File: config.mk
export PLATFORM = sky130hd
export DESIGN_NAME = mux_scan_sequencer_flat
export DESIGN_NICKNAME = d
export VERILOG_FILES = /design/src/rtl/mux_scan_sequencer_if.sv /design/src/rtl/mux_scan_sequencer.sv /design/src/flat_wrapper.sv
export SDC_FILE = /design/constraint.sdc
export NUM_CORES = 1
export LEC_CHECK = 0
export BUFFER_PORTS_ARGS = -buffer_cell sky130_fd_sc_hd__buf_2
export CORE_MARGIN = 3
export CORE_UTILIZATION = 53
export DETAILED_ROUTE_END_ITERATION = 8
export PLACE_DENSITY = 0.82
export RECOVER_POWER = 25
export SLEW_MARGIN = 20
export SYNTH_ARGS = -nofsm -noshare
export SYNTH_HDL_FRONTEND = slang
export SYNTH_SLANG_ARGS = --single-unit
File: constraint.sdc
create_clock -name clk -period 2.2 [get_ports clk]
set_input_delay 0.66 -clock clk [delete_from_list [all_inputs] [get_ports clk]]
set_output_delay 0.66 -clock clk [all_outputs]
set_load 0.03 [all_outputs]
File: src/rtl/mux_scan_sequencer_if.sv
// Bundle of scan-control, mux-select and result signals between the sequencer
// and whatever drives/observes it (bench or downstream logic).
interface mux_scan_sequencer_if;
  logic       start;
  logic       abort;
  logic       mux_out;
  logic       s0;
  logic       s1;
  logic       busy;
  logic       done;
  logic [3:0] result;

  modport master (
    output start, abort, mux_out,
    input  s0, s1, busy, done, result
  );

  modport slave (
    input  start, abort, mux_out,
    output s0, s1, busy, done, result
  );
endinterface

File: src/rtl/mux_scan_sequencer.sv
// Scans a 4-to-1 mux through channels A..D, settles, samples, and publishes a 4-bit word.
// Optional free-running mode: define CONTINUOUS_SCAN_EN to loop DONE back into SETTLE.
module mux_scan_sequencer #(
  parameter int SETTLE_CYCLES = 2,
  parameter int CNT_W         = 4
) (
  input logic               clk,
  input logic               rst_n,
  mux_scan_sequencer_if.slave bus
);

  typedef enum logic [1:0] {IDLE, SETTLE, SAMPLE, DONE} state_t;

  localparam logic [CNT_W-1:0] CNT_LAST = CNT_W'(SETTLE_CYCLES - 1);

  state_t           state_q, state_d;
  logic [1:0]       ch_q, ch_d;
  logic [CNT_W-1:0] cnt_q, cnt_d;
  logic [2:0]       shadow_q, shadow_d;
  logic [3:0]       result_q, result_d;
  logic             done_q, done_d;
  logic             busy_q, busy_d;

  always_comb begin
    // NOTE: every signal gets a default before the case so no path leaves it unassigned (no latches).
    state_d  = state_q;
    ch_d     = ch_q;
    cnt_d    = cnt_q;
    shadow_d = shadow_q;
    result_d = result_q;
    done_d   = 1'b0;

    if (bus.abort) begin
      // Abort outranks any sample or transition, and also masks start in IDLE.
      state_d = IDLE;
      ch_d    = 2'd0;
      cnt_d   = '0;
    end else begin
      unique case (state_q)
        IDLE: begin
          if (bus.start) begin
            state_d = SETTLE;
            ch_d    = 2'd0;
            cnt_d   = '0;
          end
        end
        SETTLE: begin
          if (cnt_q == CNT_LAST) state_d = SAMPLE;
          else                   cnt_d   = cnt_q + CNT_W'(1);
        end
        SAMPLE: begin
          if (ch_q != 2'd3) begin
            shadow_d[ch_q] = bus.mux_out;
            ch_d           = ch_q + 2'd1;
            cnt_d          = '0;
            state_d        = SETTLE;
          end else begin
            // Last channel goes straight into result; earlier ones wait in shadow.
            result_d = {bus.mux_out, shadow_q};
            done_d   = 1'b1;
            ch_d     = 2'd0;
            state_d  = DONE;
          end
        end
        DONE: begin
`ifdef CONTINUOUS_SCAN_EN
          state_d = SETTLE;
          ch_d    = 2'd0;
          cnt_d   = '0;
`else
          state_d = IDLE;
`endif
        end
        default: state_d = IDLE;
      endcase
    end

    busy_d = (state_d != IDLE);
  end

  always_ff @(posedge clk) begin
    if (!rst_n) begin
      // NOTE: sequential state uses non-blocking assignments so all registers update together.
      state_q  <= IDLE;
      ch_q     <= 2'd0;
      cnt_q    <= '0;
      shadow_q <= 3'd0;
      result_q <= 4'd0;
      done_q   <= 1'b0;
      busy_q   <= 1'b0;
    end else begin
      state_q  <= state_d;
      ch_q     <= ch_d;
      cnt_q    <= cnt_d;
      shadow_q <= shadow_d;
      result_q <= result_d;
      done_q   <= done_d;
      busy_q   <= busy_d;
    end
  end

  // Selects follow the channel register directly; ch is held at 0 in IDLE and DONE.
  assign bus.s0     = ch_q[0];
  assign bus.s1     = ch_q[1];
  assign bus.busy   = busy_q;
  assign bus.done   = done_q;
  assign bus.result = result_q;

endmodule

File: src/flat_wrapper.sv
// flat-port wrapper written by rule: the top's interface ports become plain ports
module mux_scan_sequencer_flat 
#(
  parameter int SETTLE_CYCLES = 2,
  parameter int CNT_W         = 4
)
  (clk, rst_n, bus_start, bus_abort, bus_mux_out, bus_s0, bus_s1, bus_busy, bus_done, bus_result);
  mux_scan_sequencer_if bus_i ();
  input logic clk;
  input logic rst_n;
  input wire logic [$bits(bus_i.start)-1:0] bus_start;
  input wire logic [$bits(bus_i.abort)-1:0] bus_abort;
  input wire logic [$bits(bus_i.mux_out)-1:0] bus_mux_out;
  output wire logic [$bits(bus_i.s0)-1:0] bus_s0;
  output wire logic [$bits(bus_i.s1)-1:0] bus_s1;
  output wire logic [$bits(bus_i.busy)-1:0] bus_busy;
  output wire logic [$bits(bus_i.done)-1:0] bus_done;
  output wire logic [$bits(bus_i.result)-1:0] bus_result;
  assign bus_i.start = bus_start;
  assign bus_i.abort = bus_abort;
  assign bus_i.mux_out = bus_mux_out;
  assign bus_s0 = bus_i.s0;
  assign bus_s1 = bus_i.s1;
  assign bus_busy = bus_i.busy;
  assign bus_done = bus_i.done;
  assign bus_result = bus_i.result;
  mux_scan_sequencer #(.SETTLE_CYCLES(SETTLE_CYCLES), .CNT_W(CNT_W)) u_core (.clk(clk), .rst_n(rst_n), .bus(bus_i));
endmodule
==> metrics.log <==
INFO  metric outcome = finished clean
INFO  metric worstRegToRegCells = 4
INFO  metric postCtsResizedCells = 0
INFO  metric floorplan_die_width = 45.5 um
INFO  metric synthDominantCellAreaShare = approximately two fifths
INFO  metric crit-reg2reg-launch = u_core.cnt_q[0]$_SDFFE_PP0P_
INFO  metric wire_length_of_the_first_global_routing_pass = about 2.4 mm
INFO  metric overflow = 0
INFO  metric grt_use_total = between 15 and 20%
INFO  metric period_minus_slack = ~1700 ps
INFO  metric worst-path-max-fanout = 7
INFO  metric setup_tns_after_final_layout = 0 ps
INFO  metric yosysMostFrequentCell = dfxtp_1
INFO  metric yosys_warnings = 0
INFO  metric gpl.final_weighted_congestion = 0.800
INFO  metric via_per_inst = 5.70
INFO  metric worstSkewPairLatency = 300 ps
INFO  metric critPathKind = register to register
INFO  metric design.final.nets = 112
INFO  metric timing.critical_path.arrival = about 1900 ps
INFO  metric max_clock_freq = 593 MHz
INFO  metric placed_cells_incl_taps = between 100 and 150
INFO  metric post_synth_num_cell_types = 29
INFO  metric synth.top_cells.by_count = dfxtp_1, nand2_1, mux2i_1
INFO  metric synth.area.top_cells = dfxtp_1, mux2i_1, ha_1, nand2_1, o21ai_0
INFO  metric cts_max_level = 1
INFO  metric drt_drc_violations_left = 0
INFO  metric fill_cells = 123
INFO  metric postLayoutCoreUtil = 66.1%
INFO  metric cts_root_buffer = clkbuf_4
INFO  metric syn_area = 827 um^2
INFO  metric final.setup_skew = 7.17 ps
INFO  metric floorplan.initialDensity = between 50% and 60%
INFO  metric finalWirelength = approximately 1.4 mm
INFO  metric postSynthRegisterBits = 17
INFO  metric clock_tree.buffer_depth = 2
INFO  metric reg2reg_setup_slack = 510 ps
INFO  metric rr_endpoint = u_core.cnt_q[1]$_SDFFE_PP0P_
INFO  metric layout-area-overhead-vs-synth = 10.4%
INFO  metric syn-mean-instance-area = ~9.5 um^2
INFO  metric report.final.slew_viol_count = 0
INFO  metric critPathLaunchType = register
INFO  metric post_cts_buffers = 0
INFO  metric synth_enable_flop_cells = 0
INFO  metric design.die.area = 2070 um^2
INFO  metric antenna_found_initial = 0
INFO  metric syn_inst = 87
INFO  metric irDropWorstVdd = 0.000340 V
INFO  metric holdBufCountCts = 0
INFO  metric worst_pin_slew = 430 ps
INFO  metric critical_path.startpoint = u_core.cnt_q[0]$_SDFFE_PP0P_
INFO  metric cp.required = 2400 ps
INFO  metric worst_hold_path_type = register to register
INFO  metric antenna_left = 0
INFO  metric syn_nets = 98
INFO  metric yosysSeqAreaShare = around two fifths
INFO  metric max-slew-margin-rel = 71.2%
INFO  metric synthArstFlopShare = 0%
INFO  metric tritoncts = done
INFO  metric endpoint_kind = register
INFO  metric layout.cells.non_filler = 115
INFO  metric hold_ws = 455 ps
INFO  metric detail_route.iter0.violations = 9
INFO  metric die_h = approximately 46 um
INFO  metric maxCapViolCount = 0
INFO  metric fp-row-count = 13
INFO  metric vias = between 600 and 700
INFO  metric synth_top_cell_by_area = dfxtp_1
INFO  metric p_leak = 0.382 nW
INFO  metric finalHoldViolCount = 0
INFO  metric post_route_cells_drive_above_1_share = 19.0%
INFO  metric cts.reportedPaths.clkPinSlew = 100 ps
INFO  metric first_global_vias = 584
INFO  metric detailed_place_hpwl = 1.09 mm
INFO  metric cts.sink_count = 17
INFO  metric portBuffers = 12
INFO  metric final-setup-viol-count = 0
INFO  metric ys_dominant_reg_cell = dfxtp_1
INFO  metric wl_per_cell = 12.3 um
INFO  metric tritoncts.num_buffers = 3
INFO  metric unrepaired_setup_endpoints_after_global_routing = no
INFO  metric grt_start_max_net_pins = 11
INFO  metric setup.worst_path.end = u_core.cnt_q[1]$_SDFFE_PP0P_
INFO  metric power-per-cell-area = 560 nW/um^2
INFO  metric area_of_the_core = roughly 1400 um^2
INFO  metric drtPass1Iterations = 4
INFO  metric layout_worst_path_cycle_share = 76.7%
INFO  metric pin_count = 13
INFO  metric antenna-diode-count = 0
-- flip-flops by register name, indices dropped and copies added (netlist names) --
name               count
u_core.shadow_q        3
u_core.bus.busy        1
u_core.bus.result      4
u_core.cnt_q           4
u_core.ch_q            2
u_core.state_q         2
u_core.bus.done        1
-- report_power, final --
part / total (W) / switching (W) / internal, W
clock: 0.000167 / 0.0000994 / 0.0000679
combinational: 0.0000302 / 0.0000197 / 0.0000106
sequential: 0.000314 / 0.00000373 / 0.000310
total: 0.000511 / 0.000123 / 0.000389
-- layout make-up --
| type | count | area, um^2 | share of cell area, % |
|---|---|---|---|
| repair buffers | 12 | 58.8 | 6.44 |
| clock buffers | 3 | 22.5 | 2.47 |
| well taps | 15 | 18.8 | 2.05 |
| multi-input cells | 62 | 449 | 49.2 |
| flip-flops and latches | 17 | 340 | 37.3 |
| clock inverters | 1 | 5.00 | 0.548 |
| inverters | 5 | 18.8 | 2.05 |
-- kinds of logic (layout without fill, tap and decap cells) --
kind of cell             Yosys count  count (layout)  share of synthesized area, %
AND/OR/NAND/NOR                   34              34                          23.3
multiplexers                       8               8                          9.68
flip-flops                        17              17                          41.2
buffers and inverters              8              21                          4.24
adder cells (fa/ha/maj)            6               6                          9.08
AO/OA/AOI/OAI                     14              14                          12.6
-- critical path, stage by stage (launching register included) --
cell       delay (ps)
dfxtp_1           460
ha_1              190
or3b_1            410
and3_1            220
a2111oi_2         310
-- how the worst min path moves through the flow --
stage | from | endpoint | cells past startpoint
2_1_floorplan | u_core.shadow_q[0]$_SDFFE_PN0P_ | u_core.bus.result[0]$_SDFFE_PN0P_ | 2
3_3_place_gp | u_core.bus.result[2]$_SDFFE_PN0P_ | u_core.bus.result[2]$_SDFFE_PN0P_ | 2
3_5_place_dp | u_core.bus.result[3]$_SDFFE_PN0P_ | u_core.bus.result[3]$_SDFFE_PN0P_ | 2
4_1_cts | u_core.bus.result[3]$_SDFFE_PN0P_ | u_core.bus.result[3]$_SDFFE_PN0P_ | 2
5_1_grt | u_core.bus.result[1]$_SDFFE_PN0P_ | u_core.bus.result[1]$_SDFFE_PN0P_ | 2
6_report | u_core.bus.result[3]$_SDFFE_PN0P_ | u_core.bus.result[3]$_SDFFE_PN0P_ | 2
-- cell usage in the layout, fill, tap and decap left out --
cell and count:
a211oi_2 1, buf_2 11, clkinv_2 1, a211oi_1 1
nor4b_2 1, and2b_1 1, dfxtp_1 17, clkbuf_4 3
inv_1 5, mux2i_1 8, ha_1 6, or3_1 1
nor2b_1 2, or4_1 1, nand3b_1 2, nand2_1 13
and2_1 1, and3_1 1, clkbuf_1 1, a2111oi_2 1
nor2_1 5, or3b_1 1, nand2b_4 1, a311oi_1 1
o21bai_1 1, nand2b_1 3, o21ai_0 4, nand3_1 1
a21oi_1 3, a32oi_1 2
-- per-stage QoR --
stage	instance area, um^2	worst slack, ps	total power [W]
finish	913	513	0.000511
global route	913	414	0.000530
CTS	917	533	0.000516
detailed placement	890	554	0.000352
global placement	890	625	0.000351
floorplan	827	666	0.000343
-- per-layer routing --
metal | vias up | global-route usage [%] | part of all wire [%]
met5 | - | 0 | 0
met4 | 0 | 5.26 | 0.71
met3 | 3 | 7.11 | 6.9
met2 | 18 | 26.7 | 46
met1 | 306 | 19.1 | 46
li1 | 329 | - | -
Power figures use the tool's default switching activity.
